===== src/rtl/piso_encoder.sv =====
// Parallel-in serial-out encoder: accepts a message over valid/ready and shifts it out LSB first.
// Optional build macro PARITY_EN appends an even-parity bit after the MSB of every frame.
module piso_encoder #(
    parameter int   DATA_WIDTH = 8,
    parameter logic IDLE_BIT   = 1'b0
) (
    input  logic                  clock,
    input  logic                  reset,
    input  logic [DATA_WIDTH-1:0] message,
    input  logic                  messageValid,
    output logic                  messageReady,
    output logic                  serialOut,
    output logic                  frameStart,
    output logic                  busy
);

`ifdef PARITY_EN
    localparam int FRAME_LEN = DATA_WIDTH + 1;
`else
    localparam int FRAME_LEN = DATA_WIDTH;
`endif
    localparam int CNT_W = (FRAME_LEN > 1) ? $clog2(FRAME_LEN) : 1;
    localparam logic [CNT_W-1:0] LAST_CNT = CNT_W'(FRAME_LEN - 1);

    localparam logic [0:0] IDLE  = 1'b0;
    localparam logic [0:0] SHIFT = 1'b1;

    function automatic logic [FRAME_LEN-1:0] build_frame(input logic [DATA_WIDTH-1:0] m);
`ifdef PARITY_EN
        return {^m, m};
`else
        return m;
`endif
    endfunction

    logic [0:0]           state_p0;
    logic [CNT_W-1:0]     cnt_p0;
    logic [FRAME_LEN-1:0] shreg_p0;
    logic                 out_p0;
    logic                 start_p0;
    logic                 busy_p0;

    logic                 last_bit;
    logic                 load;
    logic [FRAME_LEN-1:0] next_frame;

    // Ready on the last bit as well as in IDLE so frames can stream with no gap.
    assign last_bit     = (state_p0 == SHIFT) && (cnt_p0 == LAST_CNT);
    assign messageReady = (state_p0 == IDLE) || last_bit;
    assign load         = messageReady && messageValid;
    assign next_frame   = build_frame(message);

    // Stage p0: out_p0 always mirrors shreg_p0[0] while a frame is active.
    always_ff @(posedge clock or posedge reset) begin
        if (reset) begin
            state_p0 <= IDLE;
            cnt_p0   <= '0;
            shreg_p0 <= '0;
            out_p0   <= IDLE_BIT;
            start_p0 <= 1'b0;
            busy_p0  <= 1'b0;
        end else if (load) begin
            state_p0 <= SHIFT;
            cnt_p0   <= '0;
            shreg_p0 <= next_frame;
            out_p0   <= next_frame[0];
            start_p0 <= 1'b1;
            busy_p0  <= 1'b1;
        end else if (last_bit) begin
            state_p0 <= IDLE;
            cnt_p0   <= '0;
            shreg_p0 <= '0;
            out_p0   <= IDLE_BIT;
            start_p0 <= 1'b0;
            busy_p0  <= 1'b0;
        end else if (state_p0 == SHIFT) begin
            cnt_p0   <= cnt_p0 + 1'b1;
            shreg_p0 <= shreg_p0 >> 1;
            out_p0   <= shreg_p0[1];
            start_p0 <= 1'b0;
        end
    end

    assign serialOut  = out_p0;
    assign frameStart = start_p0;
    assign busy       = busy_p0;

endmodule


===== config.mk =====
export PLATFORM = sky130hd
export DESIGN_NAME = piso_encoder
export DESIGN_NICKNAME = d
export VERILOG_FILES = /design/src/rtl/piso_encoder.sv
export SDC_FILE = /design/constraint.sdc
export NUM_CORES = 1
export LEC_CHECK = 0
export ABC_AREA = 0
export BUFFER_PORTS_ARGS = -buffer_cell sky130_fd_sc_hd__buf_2
export CAP_MARGIN = 20
export CORE_MARGIN = 2
export CORE_UTILIZATION = 44
export DETAILED_ROUTE_END_ITERATION = 8
export HOLD_SLACK_MARGIN = 0.02
export PLACE_DENSITY = 0.66
export SETUP_SLACK_MARGIN = 0.02
export SYNTH_ARGS = -nofsm -noshare
export SYNTH_HDL_FRONTEND = slang
export SYNTH_SLANG_ARGS = --single-unit

===== constraint.sdc =====
create_clock -name clock -period 4.5 [get_ports clock]
set_input_delay 0.45 -clock clock [delete_from_list [all_inputs] [get_ports clock]]
set_output_delay 0.45 -clock clock [all_outputs]
set_load 0.02 [all_outputs]

* Word level (Yosys, flattened, before mapping)
Cells that the tools add are included. W data, S select, Z words.
Word-level totals: word-level logic and storage cells 27, input port bits 11, register bits 14
Operators by class: multiplexer cells 14, add/subtract/negate cells 1, equal/unequal tests 1, reductions and logical operators 5, bitwise gates (word level) 1
Operators by type and width (count):
- $mux W8 | 3
- $mux W3 | 3
- $mux W1 | 8
- $add A3 B1 Y3 const B | 1
- $eq A3 B3 Y1 const B | 1
- $reduce_bool A3 Y1 | 1
- $logic_and A1 B1 Y1 | 2
- $reduce_bool A2 Y1 | 1
- $logic_or A1 B1 Y1 | 1
- $not A1 Y1 | 1

* Depth between registers and ports, before layout
depth in word-level cells 5, depth in mapped cells 5, gate-level depth less buffers 4

* Least setup slack after synthesis
Ideal clock, no wire load.
path kind reg-to-reg, from register cnt_p0[0], to register shreg_p0[1], period minus slack after synthesis 1.562 ns, arrival time 1.435 ns, setup slack 2.938 ns, stages on the path, launching flop included 6, path through dfrtp_1 > ha_1 > ha_1 > nand2b_4 > buf_6 > a311o_1
Between the ends: word-level cells in the longest chain between the ends 5, elaborated cells on any way between the ends 7
Ends and longest elaborated chain:
- start: declaration | line 37 | logic [CNT_W-1:0] cnt_p0;
- start signal: assignment | line 77 | cnt_p0 <= cnt_p0 + 1'b1;
- $eq A3 B3 Y1 * | line 48 | assign last_bit = (state_p0 == SHIFT) && (cnt_p0 == LAST_CNT);
- $logic_and A1 B1 Y1 * | line 48
- $logic_or A1 B1 Y1 * | line 49 | assign messageReady = (state_p0 == IDLE) || last_bit;
- net messageReady | line 11 | output logic messageReady,
- $logic_and A1 B1 Y1 * | line 50 | assign load = messageReady && messageValid;
- $reduce_bool A3 Y1 (no line) or $mux W8 (tied branches)
- end signal: assignment | line 65 | shreg_p0 <= next_frame;
- end signal: assignment | line 78 | shreg_p0 <= shreg_p0 >> 1;
- end: declaration | line 38 | logic [FRAME_LEN-1:0] shreg_p0;
The timed path passes the listed nets; every way through them passes the cells marked *. A chain may end at the register's enable or synchronous reset.

* Final worst setup path
from register cnt_p0[0], to output messageReady
Between the ends: word-level cells in the longest chain between the ends 3
Ends and longest elaborated chain (line):
- $eq A3 B3 Y1 | 48
- $logic_and A1 B1 Y1 | 48
- $logic_or A1 B1 Y1 | 49
- end: declaration | 11
No other way between the ends.

==> results_tabular.tex <==
\begin{tabular}{lr}
\hline
Metric & Value \\
\hline
\multicolumn{2}{l}{\textbf{Logic synthesis}} \\
Library cell with the highest instance count after synthesis & dfrtp\_1 \\
Number of warnings issued by yosys & 0 \\
Number of register bits inferred by synthesis & 13 \\
Post-synthesis async set-or-reset flop share & 100\% \\
Synthesized instance count & 56 \\
Unique masters post-synth & 23 \\
Top\_reg\_cell synth & dfrtp\_1 \\
Sequential element share of the synthesized area & 48.1\% \\
Synth Cell Area & 676 µm² \\
Cell taking the most area after synthesis & dfrtp\_1 \\
Avg Cell Area, Syn & 12.1 µm² \\
Synth area leaders & dfrtp\_1 48\%, a311o\_1 10\%, nor3b\_1 8.9\% \\
Most used standard cells in the synthesized netlist & 13 x dfrtp\_1, 8 x nor3b\_1, 7 x a311o\_1 \\
Area share of the largest cell type after synthesis & 48.1\% \\
Synthesized netlist net count & 69 \\
Count of flip-flops with a built-in enable after synthesis & 0 \\
\multicolumn{2}{l}{\textbf{Critical path}} \\
Startpoint Class & flop \\
Worst path max stage delay & 0.39 ns \\
Kind of capture point of the worst setup path & output pin \\
Worst Setup Path Type & flop to output pin \\
WP data required & 4.05 ns \\
Crit path arrival time & 1.60 ns \\
Critical path's most frequent cell & ha\_1 \\
Largest fanout on the critical path & 12 \\
Max stage delay cell, worst path & dfrtp\_1 \\
CP cell instances & ha\_1 -> ha\_1 -> nand2b\_4 -> buf\_2 \\
\multicolumn{2}{l}{\textbf{Floorplanning}} \\
Die ar. & 0.00186 mm² \\
Die Span X & 43.2 µm \\
Initial core utilization & 45.9\% \\
Die H & 43.2 µm \\
Total number of placement rows & 14 \\
Area inside the core boundary & 0.00147 mm² \\
I/O pin count & 15 \\
\multicolumn{2}{l}{\textbf{Pwr}} \\
Leakage Power & 0.376 nW \\
Power density of the placed cells & 603 mW/mm² \\
Maximum vdd drop & 0.252 mV \\
\multicolumn{2}{l}{\textbf{STA}} \\
Final Setup Violations & 0 \\
Slew at the pin closest to its max-slew limit & 0.699 ns \\
Min Tclk post-route & 2.05 ns \\
Relative max-transition margin & 53.4\% \\
Total negative slack & 0 ns \\
Pins over their slew limit & 0 \\
RSZ-0062 raised after global routing & no \\
Post-Route Hold Slack & 0.178 ns \\
Final period utilization & 45.5\% \\
Clock Skews & 0.00533 ns \\
Final number of hold-violating endpoints & 0 \\
Max frequency & 488 MHz \\
\multicolumn{2}{l}{\textbf{Clock tree}} \\
Clock latency reported for the late side of the worst-skew pair & 0.28 ns \\
Max H-tree Level & 1 \\
Clock root buffer master & clkbuf\_4 \\
Clock slew at reported path FFs & 0.08 ns \\
Max clock buf depth & 2 \\
Count of cells resized by post-cts repair & 0 \\
CTS tree & built \\
Setup bufs post-CTS & 0 \\
CTS sink cnt & 13 \\
Number of buffers inserted by hold repair at cts & 0 \\
Clock buffer count from CTS & 3 \\
\multicolumn{2}{l}{\textbf{Drt}} \\
Via density per instance & 5.72 \\
Post-DRT Antenna Nets & 0 \\
DRC & 0 \\
Final WL & 1200 µm \\
Initial DRC Count & 9 \\
Initial DRT Pass Iterations & 4 \\
DR vias & 486 \\
WL per Instance & 14.1 µm \\
\multicolumn{2}{l}{\textbf{Global route}} \\
Antenna violations before repair & 0 \\
Global routing usage summed across all routing layers & 14.6\% \\
Largest net degree at the start of global routing & 24 \\
Global-route wire length before repair & 1990 µm \\
Via count of the first global-routing pass & 455 \\
Total congestion overflow & 0 \\
\multicolumn{2}{l}{\textbf{Placed design}} \\
Routability cong. & 0.712 \\
Placed inst area & 733 µm² \\
Placed insts & 81 \\
Buffers added on ports & 14 \\
\multicolumn{2}{l}{\textbf{Run}} \\
MaxCap Viol Count & 0 \\
\multicolumn{2}{l}{\textbf{Final layout}} \\
Total non-filler cell area in the finished layout & 759 µm² \\
Proportion of layout cells with a drive suffix above 1 & 33.3\% \\
Syn-to-layout area delta & 12.4\% \\
Number of standard cells in the layout, taps in and fillers out & 85 \\
Count of antenna diodes in the layout & 0 \\
Net count of the finished layout & 83 \\
Number of filler cells placed in the layout & 146 \\
\multicolumn{2}{l}{\textbf{Hold path}} \\
Worst min-delay path category & primary input to async pin \\
\multicolumn{2}{l}{\textbf{Run status}} \\
Result of the run & finished clean \\
\hline
\end{tabular}
[layout by cell type (no fill, tap or decap), drive strengths merged, types with 2 or more instances in the layout]
master and count:
buf 14, dfrtp 13, nor3b 8, a311o 7
and3b 7, clkbuf 4, inv 3, ha 2
nand2b 2
[final timing paths]
| path | start | endpoint | slack [ns] | cells after the start |
|---|---|---|---|---|
| hold reg to reg | cnt_p0[0] | cnt_p0[0] | 0.50 | 1 |
| max in group asynchronous | reset | shreg_p0[5] | 3.98 | 2 |
| min in group clock | message[7] | shreg_p0[7] | 0.41 | 2 |
| setup / recovery | cnt_p0[0] | messageReady | 2.45 | 4 |
| hold / removal | reset | frameStart | 0.18 | 2 |
| setup reg to reg | cnt_p0[0] | shreg_p0[4] | 2.88 | 4 |
[metal layers]
metal | track usage [%] | share of wire, % | wire (µm) | vias to the layer above
met5 | 0 | 0 | 0 | -
met4 | 9.09 | 2.5 | 30 | 0
met3 | 2.55 | 6.4 | 77 | 5
met2 | 21.2 | 42 | 500 | 17
met1 | 19.9 | 49 | 593 | 225
li1 | - | - | - | 239
[area by class of cell]
class,instances,area (µm²),share of cell area (%)
Sequential cell,13,325,42.8
Multi-Input combinational cell,35,307,40.4
Timing Repair Buffer,14,70.1,9.23
Clock buffer,4,26.3,3.46
Tap cell,16,20.0,2.64
Inverter,3,11.3,1.48
[kinds of logic after synthesis]
group	after synthesis	share of synthesized area, %
buffers and inverters	8	6.48
AND/OR/NAND/NOR	20	24.1
multiplexers	1	1.48
flip-flops	13	48.1
adder cells (fa/ha/maj)	2	3.70
AO/OA/AOI/OAI	12	16.1
[state kept, by name, indices dropped and copies added (netlist names)]
register and flops:
busy 1, cnt_p0 3, frameStart 1, shreg_p0 8
[per-stage QoR]
| stage | setup slack, ns | total power, W | util [%] |
|---|---|---|---|
| 2_1_floorplan | 2.94 | 0.000354 | - |
| 5_1_grt | 2.36 | 0.000494 | 51.6 |
| 3_3_place_gp | 2.78 | 0.000385 | 49.8 |
| 4_1_cts | 2.45 | 0.000462 | 51.6 |
| 6_report | 2.45 | 0.000458 | 51.6 |
| 3_5_place_dp | 2.75 | 0.000388 | 49.8 |
[power breakdown]
| part | total [W] | leakage (nW) | switching [W] | internal [W] |
|---|---|---|---|---|
| sequential | 0.000198 | 0.165 | 0.0000358 | 0.000162 |
| combinational | 0.000189 | 0.195 | 0.0000887 | 0.0000999 |
| clock | 0.0000715 | 0.0150 | 0.0000371 | 0.0000344 |
| total | 0.000458 | 0.376 | 0.000162 | 0.000296 |
[worst max-delay path, delay by kind of cell, from the launching register on]
| kind | cells | cell delay, ns |
|---|---|---|
| fa+ha+maj | 2 | 0.48 |
| simple gates | 1 | 0.24 |
| buf+inv | 1 | 0.21 |
| flops | 1 | 0.39 |
Note: power is estimated with default switching activity, not from simulation.
